## config.mk

```make
export PLATFORM = sky130hd
export DESIGN_NAME = adpll_lock_sequencer
export DESIGN_NICKNAME = d
export VERILOG_FILES = /design/src/rtl/adpll_pkg.sv /design/src/rtl/adpll_run_counter.sv /design/src/rtl/adpll_lock_sequencer.sv
export SDC_FILE = /design/constraint.sdc
export NUM_CORES = 1
export LEC_CHECK = 0
export CORE_ASPECT_RATIO = 2
export CORE_MARGIN = 4
export CORE_UTILIZATION = 50
export CTS_CLUSTER_SIZE = 30
export DETAILED_ROUTE_END_ITERATION = 6
export GPL_ROUTABILITY_DRIVEN = 0
export PLACE_DENSITY_LB_ADDON = 0.2
export SLEW_MARGIN = 20
export SYNTH_ARGS = -nofsm -noshare
export SYNTH_HDL_FRONTEND = slang
export SYNTH_SLANG_ARGS = --single-unit
```

## constraint.sdc

```tcl
create_clock -name phase_clk -period 4.5 [get_ports phase_clk]
set_clock_uncertainty 0.05 [all_clocks]
set_input_delay 0.45 -clock phase_clk [delete_from_list [all_inputs] [get_ports phase_clk]]
set_output_delay 0.45 -clock phase_clk [all_outputs]
set_load 0.02 [all_outputs]
```

## src/rtl/adpll_pkg.sv

```systemverilog
// Shared types and defaults for the ADPLL acquisition/lock sequencer.
package adpll_pkg;

    localparam int DEF_CODE_W    = 7;
    localparam int DEF_INIT_CODE = 64;

    typedef enum logic [1:0] {
        IDLE   = 2'd0,
        SEARCH = 2'd1,
        TRACK  = 2'd2,
        LOCKED = 2'd3
    } state_e;

    typedef enum logic [1:0] {
        NONE = 2'd0,
        UP   = 2'd1,
        DN   = 2'd2
    } decision_e;

    // Both detector outputs high is treated as no information.
    function automatic decision_e decode(input logic up, input logic dn);
        decision_e d;
        case ({up, dn})
            2'b10:   d = UP;
            2'b01:   d = DN;
            default: d = NONE;
        endcase
        return d;
    endfunction

endpackage

```

## src/rtl/adpll_run_counter.sv

```systemverilog
// Consecutive-event counter: hit fires on the THRESH-th qualifying event and the count restarts.
// clr together with inc restarts the run at one (used for direction reversals).
module adpll_run_counter #(
    parameter int THRESH = 4
) (
    input  logic phase_clk,
    input  logic reset,
    input  logic inc,
    input  logic clr,
    output logic hit
);

    localparam int W = $clog2(THRESH + 1);
    localparam logic [W-1:0] LAST = W'(THRESH - 1);

    logic [W-1:0] count_r;
    logic [W-1:0] base_s;
    logic [W-1:0] next_s;

    // Next count and threshold detect
    always_comb begin
        base_s = clr ? {W{1'b0}} : count_r;
        hit    = 1'b0;
        next_s = base_s;
        if (inc) begin
            if (base_s == LAST) begin
                hit    = 1'b1;
                next_s = {W{1'b0}};
            end else begin
                next_s = base_s + W'(1);
            end
        end else begin
            next_s = base_s;
        end
    end

    // Count register
    always_ff @(posedge phase_clk or posedge reset) begin
        if (reset) begin
            count_r <= {W{1'b0}};
        end else begin
            count_r <= next_s;
        end
    end

endmodule

```

## src/rtl/adpll_lock_sequencer.sv

```systemverilog
// ADPLL acquisition/lock FSM: binary-search SEARCH, filtered TRACK, LOCKED.
// Optional loss-of-lock re-acquisition is built when LOCK_LOSS_DETECT_EN is defined.
module adpll_lock_sequencer
    import adpll_pkg::*;
#(
    parameter int CODE_W       = DEF_CODE_W,
    parameter int INIT_CODE    = DEF_INIT_CODE,
    parameter int TRACK_THRESH = 4,
`ifdef LOCK_LOSS_DETECT_EN
    parameter int LOSS_CNT     = 16,
`endif
    parameter int LOCK_CNT     = 8
) (
    input  logic              phase_clk,
    input  logic              reset,
    input  logic              start,
    input  logic              p_up,
    input  logic              p_down,
    output logic [CODE_W-1:0] dco_code,
    output logic              freq_lock,
    output logic              phase_lock,
    output logic [1:0]        state,
    output logic              loss_of_lock
);

    localparam logic [CODE_W-1:0] CODE_INIT = CODE_W'(INIT_CODE);
    localparam logic [CODE_W-1:0] CODE_MAX  = {CODE_W{1'b1}};
    localparam logic [CODE_W-1:0] CODE_ZERO = {CODE_W{1'b0}};
    localparam logic [CODE_W-2:0] STEP_INIT = {1'b1, {(CODE_W-2){1'b0}}};
    localparam logic [CODE_W-2:0] STEP_ONE  = {{(CODE_W-2){1'b0}}, 1'b1};

    state_e            state_r, state_s;
    logic [CODE_W-1:0] code_r, code_s;
    logic [CODE_W-2:0] step_r, step_s;
    logic              freq_r, freq_s;
    logic              phase_r, phase_s;

    decision_e         dec_s;
    logic              is_up_s, is_dn_s, is_none_s;
    logic [CODE_W:0]   sum_s;
    logic [CODE_W-1:0] add_code_s, sub_code_s, trk_code_s;
    logic              tracking_s;
    logic              up_inc_s, dn_inc_s, bal_inc_s;
    logic              up_hit_s, dn_hit_s, bal_hit_s;

    assign dec_s     = decode(p_up, p_down);
    assign is_up_s   = (dec_s == UP);
    assign is_dn_s   = (dec_s == DN);
    assign is_none_s = (dec_s == NONE);

    // Saturating binary-search step arithmetic
    assign sum_s      = {1'b0, code_r} + {2'b00, step_r};
    assign add_code_s = sum_s[CODE_W] ? CODE_MAX : sum_s[CODE_W-1:0];
    assign sub_code_s = (code_r < {1'b0, step_r}) ? CODE_ZERO : (code_r - {1'b0, step_r});

    assign tracking_s = (state_r == TRACK) || (state_r == LOCKED);
    assign up_inc_s   = tracking_s && is_up_s;
    assign dn_inc_s   = tracking_s && is_dn_s;
    assign bal_inc_s  = (state_r == TRACK) && is_none_s;

    adpll_run_counter #(.THRESH(TRACK_THRESH)) u_up_cnt (
        .phase_clk (phase_clk),
        .reset     (reset),
        .inc       (up_inc_s),
        .clr       (!up_inc_s),
        .hit       (up_hit_s)
    );

    adpll_run_counter #(.THRESH(TRACK_THRESH)) u_dn_cnt (
        .phase_clk (phase_clk),
        .reset     (reset),
        .inc       (dn_inc_s),
        .clr       (!dn_inc_s),
        .hit       (dn_hit_s)
    );

    adpll_run_counter #(.THRESH(LOCK_CNT)) u_bal_cnt (
        .phase_clk (phase_clk),
        .reset     (reset),
        .inc       (bal_inc_s),
        .clr       (!bal_inc_s),
        .hit       (bal_hit_s)
    );

    // Tracking filter outcome: +-1 on a full run, saturating at both ends
    always_comb begin
        trk_code_s = code_r;
        if (up_hit_s && (code_r != CODE_MAX)) begin
            trk_code_s = code_r + CODE_W'(1);
        end else if (dn_hit_s && (code_r != CODE_ZERO)) begin
            trk_code_s = code_r - CODE_W'(1);
        end else begin
            trk_code_s = code_r;
        end
    end

`ifdef LOCK_LOSS_DETECT_EN
    logic run_inc_s, run_clr_s, run_hit_s, last_up_r, locked_s, reversal_s;

    assign locked_s   = (state_r == LOCKED);
    assign reversal_s = (is_up_s && !last_up_r) || (is_dn_s && last_up_r);
    assign run_inc_s  = locked_s && !is_none_s;
    assign run_clr_s  = !locked_s || is_none_s || reversal_s;

    adpll_run_counter #(.THRESH(LOSS_CNT)) u_run_cnt (
        .phase_clk (phase_clk),
        .reset     (reset),
        .inc       (run_inc_s),
        .clr       (run_clr_s),
        .hit       (run_hit_s)
    );

    // Direction of the last decisive decision seen in LOCKED
    always_ff @(posedge phase_clk or posedge reset) begin
        if (reset) begin
            last_up_r <= 1'b0;
        end else if (run_inc_s) begin
            last_up_r <= is_up_s;
        end else begin
            last_up_r <= last_up_r;
        end
    end
`endif

    logic loss_s;

    // Next-state, code and step decision
    always_comb begin
        state_s = state_r;
        code_s  = code_r;
        step_s  = step_r;
        loss_s  = 1'b0;
        case (state_r)
            IDLE: begin
                if (start) begin
                    state_s = SEARCH;
                    step_s  = STEP_INIT;
                end else begin
                    state_s = IDLE;
                end
            end
            SEARCH: begin
                if (!is_none_s) begin
                    code_s = is_up_s ? add_code_s : sub_code_s;
                    step_s = step_r >> 1;
                    if (step_r == STEP_ONE) begin
                        state_s = TRACK;
                    end else begin
                        state_s = SEARCH;
                    end
                end else begin
                    state_s = SEARCH;
                end
            end
            TRACK: begin
                code_s = trk_code_s;
                if (bal_hit_s) begin
                    state_s = LOCKED;
                end else begin
                    state_s = TRACK;
                end
            end
            LOCKED: begin
`ifdef LOCK_LOSS_DETECT_EN
                if (run_hit_s) begin
                    state_s = SEARCH;
                    step_s  = STEP_INIT;
                    loss_s  = 1'b1;
                end else begin
                    code_s = trk_code_s;
                end
`else
                code_s = trk_code_s;
`endif
            end
            default: begin
                state_s = IDLE;
            end
        endcase
        freq_s  = (state_s == TRACK) || (state_s == LOCKED);
        phase_s = (state_s == LOCKED);
    end

    // Sequencer registers
    always_ff @(posedge phase_clk or posedge reset) begin
        if (reset) begin
            state_r <= IDLE;
            code_r  <= CODE_INIT;
            step_r  <= STEP_INIT;
            freq_r  <= 1'b0;
            phase_r <= 1'b0;
        end else begin
            state_r <= state_s;
            code_r  <= code_s;
            step_r  <= step_s;
            freq_r  <= freq_s;
            phase_r <= phase_s;
        end
    end

`ifdef LOCK_LOSS_DETECT_EN
    logic loss_r;

    // Loss-of-lock pulse register
    always_ff @(posedge phase_clk or posedge reset) begin
        if (reset) begin
            loss_r <= 1'b0;
        end else begin
            loss_r <= loss_s;
        end
    end

    assign loss_of_lock = loss_r;
`else
    logic unused_loss_s;
    assign unused_loss_s = loss_s;
    assign loss_of_lock  = 1'b0;
`endif

    assign dco_code   = code_r;
    assign freq_lock  = freq_r;
    assign phase_lock = phase_r;
    assign state      = state_r;

endmodule

```

==> results_dict.tcl <==
set metrics [dict create \
    cp_max_fo 17 \
    portBuffers 15 \
    critPathLaunch "p_up" \
    crit_required_ns 4.64 \
    synth-edff-count 0 \
    die_x_um 55.0 \
    ys_top_cells_by_count "25 x dfrtp_1, 22 x ha_1, 19 x inv_1" \
    cts_sinks 27 \
    cts_max_path_buffers 2 \
    ir_drop_v 0.000151 \
    antenna_left 0 \
    vias 1835 \
    initial_core_util 0.529 \
    slew_headroom 0.381 \
    synth_cells 240 \
    std_cell_rows 33 \
    crit_arrival_ns 3.76 \
    htreeDepth 1 \
    synth_flop_cell "dfrtp_1" \
    area_growth_pct 9.14 \
    synth_seq_cells 27 \
    synth_area_mm2 0.00220 \
    rsz0062_at_grt "false" \
    diodes 0 \
    cp-start-kind "input port" \
    tns_ns 0 \
    async_flop_share 1.00 \
    fmax_mhz 277 \
    r2r-start "state[1]" \
    cts_buffers 3 \
    setup_violations 0 \
    grt_max_degree 28 \
    synth_top_area_share 0.284 \
    antenna_found_initial 0 \
    viasPerCell 6.08 \
    clock_latency_ns 0.27 \
    ys_top_cells_by_area "dfrtp_1 28%, ha_1 12%, a22o_1 4.4%" \
    min_period_over_period 0.803 \
    die_h_um 102 \
    drtIter0Drc 46 \
    grt_pass1_wl_mm 8.74 \
    worst_pin_slew_ns 0.921 \
    endpoint "dco_code[6]" \
    min_period_ns 3.61 \
    synth.distinct_cells 59 \
    crit_type "input port to flip-flop" \
    clk_transition_reported_paths_ns 0.09 \
    finalPower_mw 0.423 \
    drv_slew 0 \
    first_pass_iters 4 \
    totalWireLength_mm 5.35 \
    p_per_area_mw_per_mm2 176 \
    holdBufCountCts 0 \
    r2r_end "dco_code[6]" \
    drcViolationCount 0 \
    endpoint_kind "flip-flop" \
    status "completed" \
    drv_cap 0 \
    synth_top_area_cell "dfrtp_1" \
    p_leak_nw 1.11 \
    worstHoldPathType "flip-flop to flip-flop" \
    post-cts-setup-buffers 0 \
    wl_per_cell_um 17.7 \
    yosysSeqAreaShare 0.308 \
    grt_overflow 0 \
    cts_tree "done" \
    hold_viol 0 \
    grt_pass1_vias 1906 \
    yosysMostFrequentCell "dfrtp_1" \
    final_nets 281 \
    place_hpwl_mm 4.14 \
    synth_nets 270 \
    post_cts_resized 0 \
    rrSetupSlack_ns 1.01 \
    syn_avg_cell_area_um2 9.19 \
    cts_root_buffer "clkbuf_8" \
    r2r_cells 11 \
    fp.coreArea_mm2 0.00417 \
    die_area_mm2 0.00560 \
    io_pins 17 \
    ys_warn_count 0 \
    drive_above_1_share 0.0800 \
    grt.total_usage 0.213 \
]
==> registers in the layout (all words and copies together) (netlist names) <==
register and flops:
u_bal_cnt.count_r 4, freq_lock 1, step_r 6, phase_lock 1, state 2, dco_code 7
u_up_cnt.count_r 3, u_dn_cnt.count_r 3
==> worst max-delay path, stage by stage <==
cell and delay, ns:
clkdlybuf4s50_1 0.49, ha_1 0.19, buf_4 0.22, nand2_1 0.13
nor3b_2 0.35, o31ai_1 0.29, fa_1 0.50, a211oi_1 0.24
o21bai_1 0.11, a21oi_1 0.28, xor2_1 0.18, a21oi_1 0.08
a211oi_1 0.24
==> routing by layer <==
metal,vias up,wire [um],global-route usage
li1,897,-,-
met1,892,1940,0.219
met2,40,3190,0.415
met3,6,147,0.0219
met4,0,74,0.0674
met5,-,0,0
==> where the power goes <==
| part | leakage, nW | internal (mW) | switching, mW |
|---|---|---|---|
| registers | 0.352 | 0.246 | 0.00339 |
| logic | 0.731 | 0.0130 | 0.0209 |
| clock network | 0.0255 | 0.0621 | 0.0775 |
==> logic make-up (layout without fill, tap and decap cells) <==
group | Yosys count | count (layout) | synth area share
XOR/XNOR | 9 | 9 | 0.0358
AND/OR/NAND/NOR | 71 | 71 | 0.175
buffers and inverters | 30 | 40 | 0.0664
adder cells (fa/ha/maj) | 25 | 25 | 0.152
AO/OA/AOI/OAI | 75 | 75 | 0.251
multiplexers | 2 | 2 | 0.00965
other | 1 | 1 | 0.00170
flip-flops | 27 | 27 | 0.308
==> through the flow <==
stage / worst slack, ns / hold slack, ns / utilization / instances / cell area, um2
after CTS: 0.952 / 0.379 / 0.577 / 302 / 2410
after floorplan: 1.24 / 0.345 / - / 240 / 2200
after global placement: 0.845 / 0.356 / 0.566 / 298 / 2360
after detailed placement: 0.663 / 0.366 / 0.566 / 298 / 2360
final: 0.887 / 0.377 / 0.577 / 302 / 2410
after global routing: 0.684 / 0.395 / 0.577 / 302 / 2410
==> cell usage in the layout (no fill, tap or decap), drive strengths merged, types with 5 or more instances in the layout <==
cell type / n
nor2: 15
a211oi: 7
and3: 6
dfrtp: 25
ha: 22
nor3: 7
a22o: 11
nor2b: 5
xor2: 5
a21oi: 14
inv: 19
o21ai: 11
nand2: 14
and2: 5
clkdlybuf4s50: 15
==> how the worst min path moves through the flow <==
stage	end	startpoint	slack, ns	cells past startpoint
global route	u_dn_cnt.count_r[0]	u_dn_cnt.count_r[0]	0.40	1
floorplan	u_dn_cnt.count_r[0]	u_dn_cnt.count_r[0]	0.35	1
CTS	u_dn_cnt.count_r[0]	u_dn_cnt.count_r[0]	0.38	1
finish	u_dn_cnt.count_r[0]	u_dn_cnt.count_r[0]	0.38	1
detailed placement	u_dn_cnt.count_r[0]	u_dn_cnt.count_r[0]	0.37	1
global placement	u_dn_cnt.count_r[0]	u_dn_cnt.count_r[0]	0.36	1
==> final cells by class <==
class                   count  area [um2]
clock inverters             1        5.00
fillers                   390        1760
repair buffers             17         165
flip-flops and latches     27         678
inverters                  19        71.3
well taps                  52        65.1
clock buffers               3        41.3
multi-input cells         183        1380
Note: power is estimated with default switching activity, not from simulation.
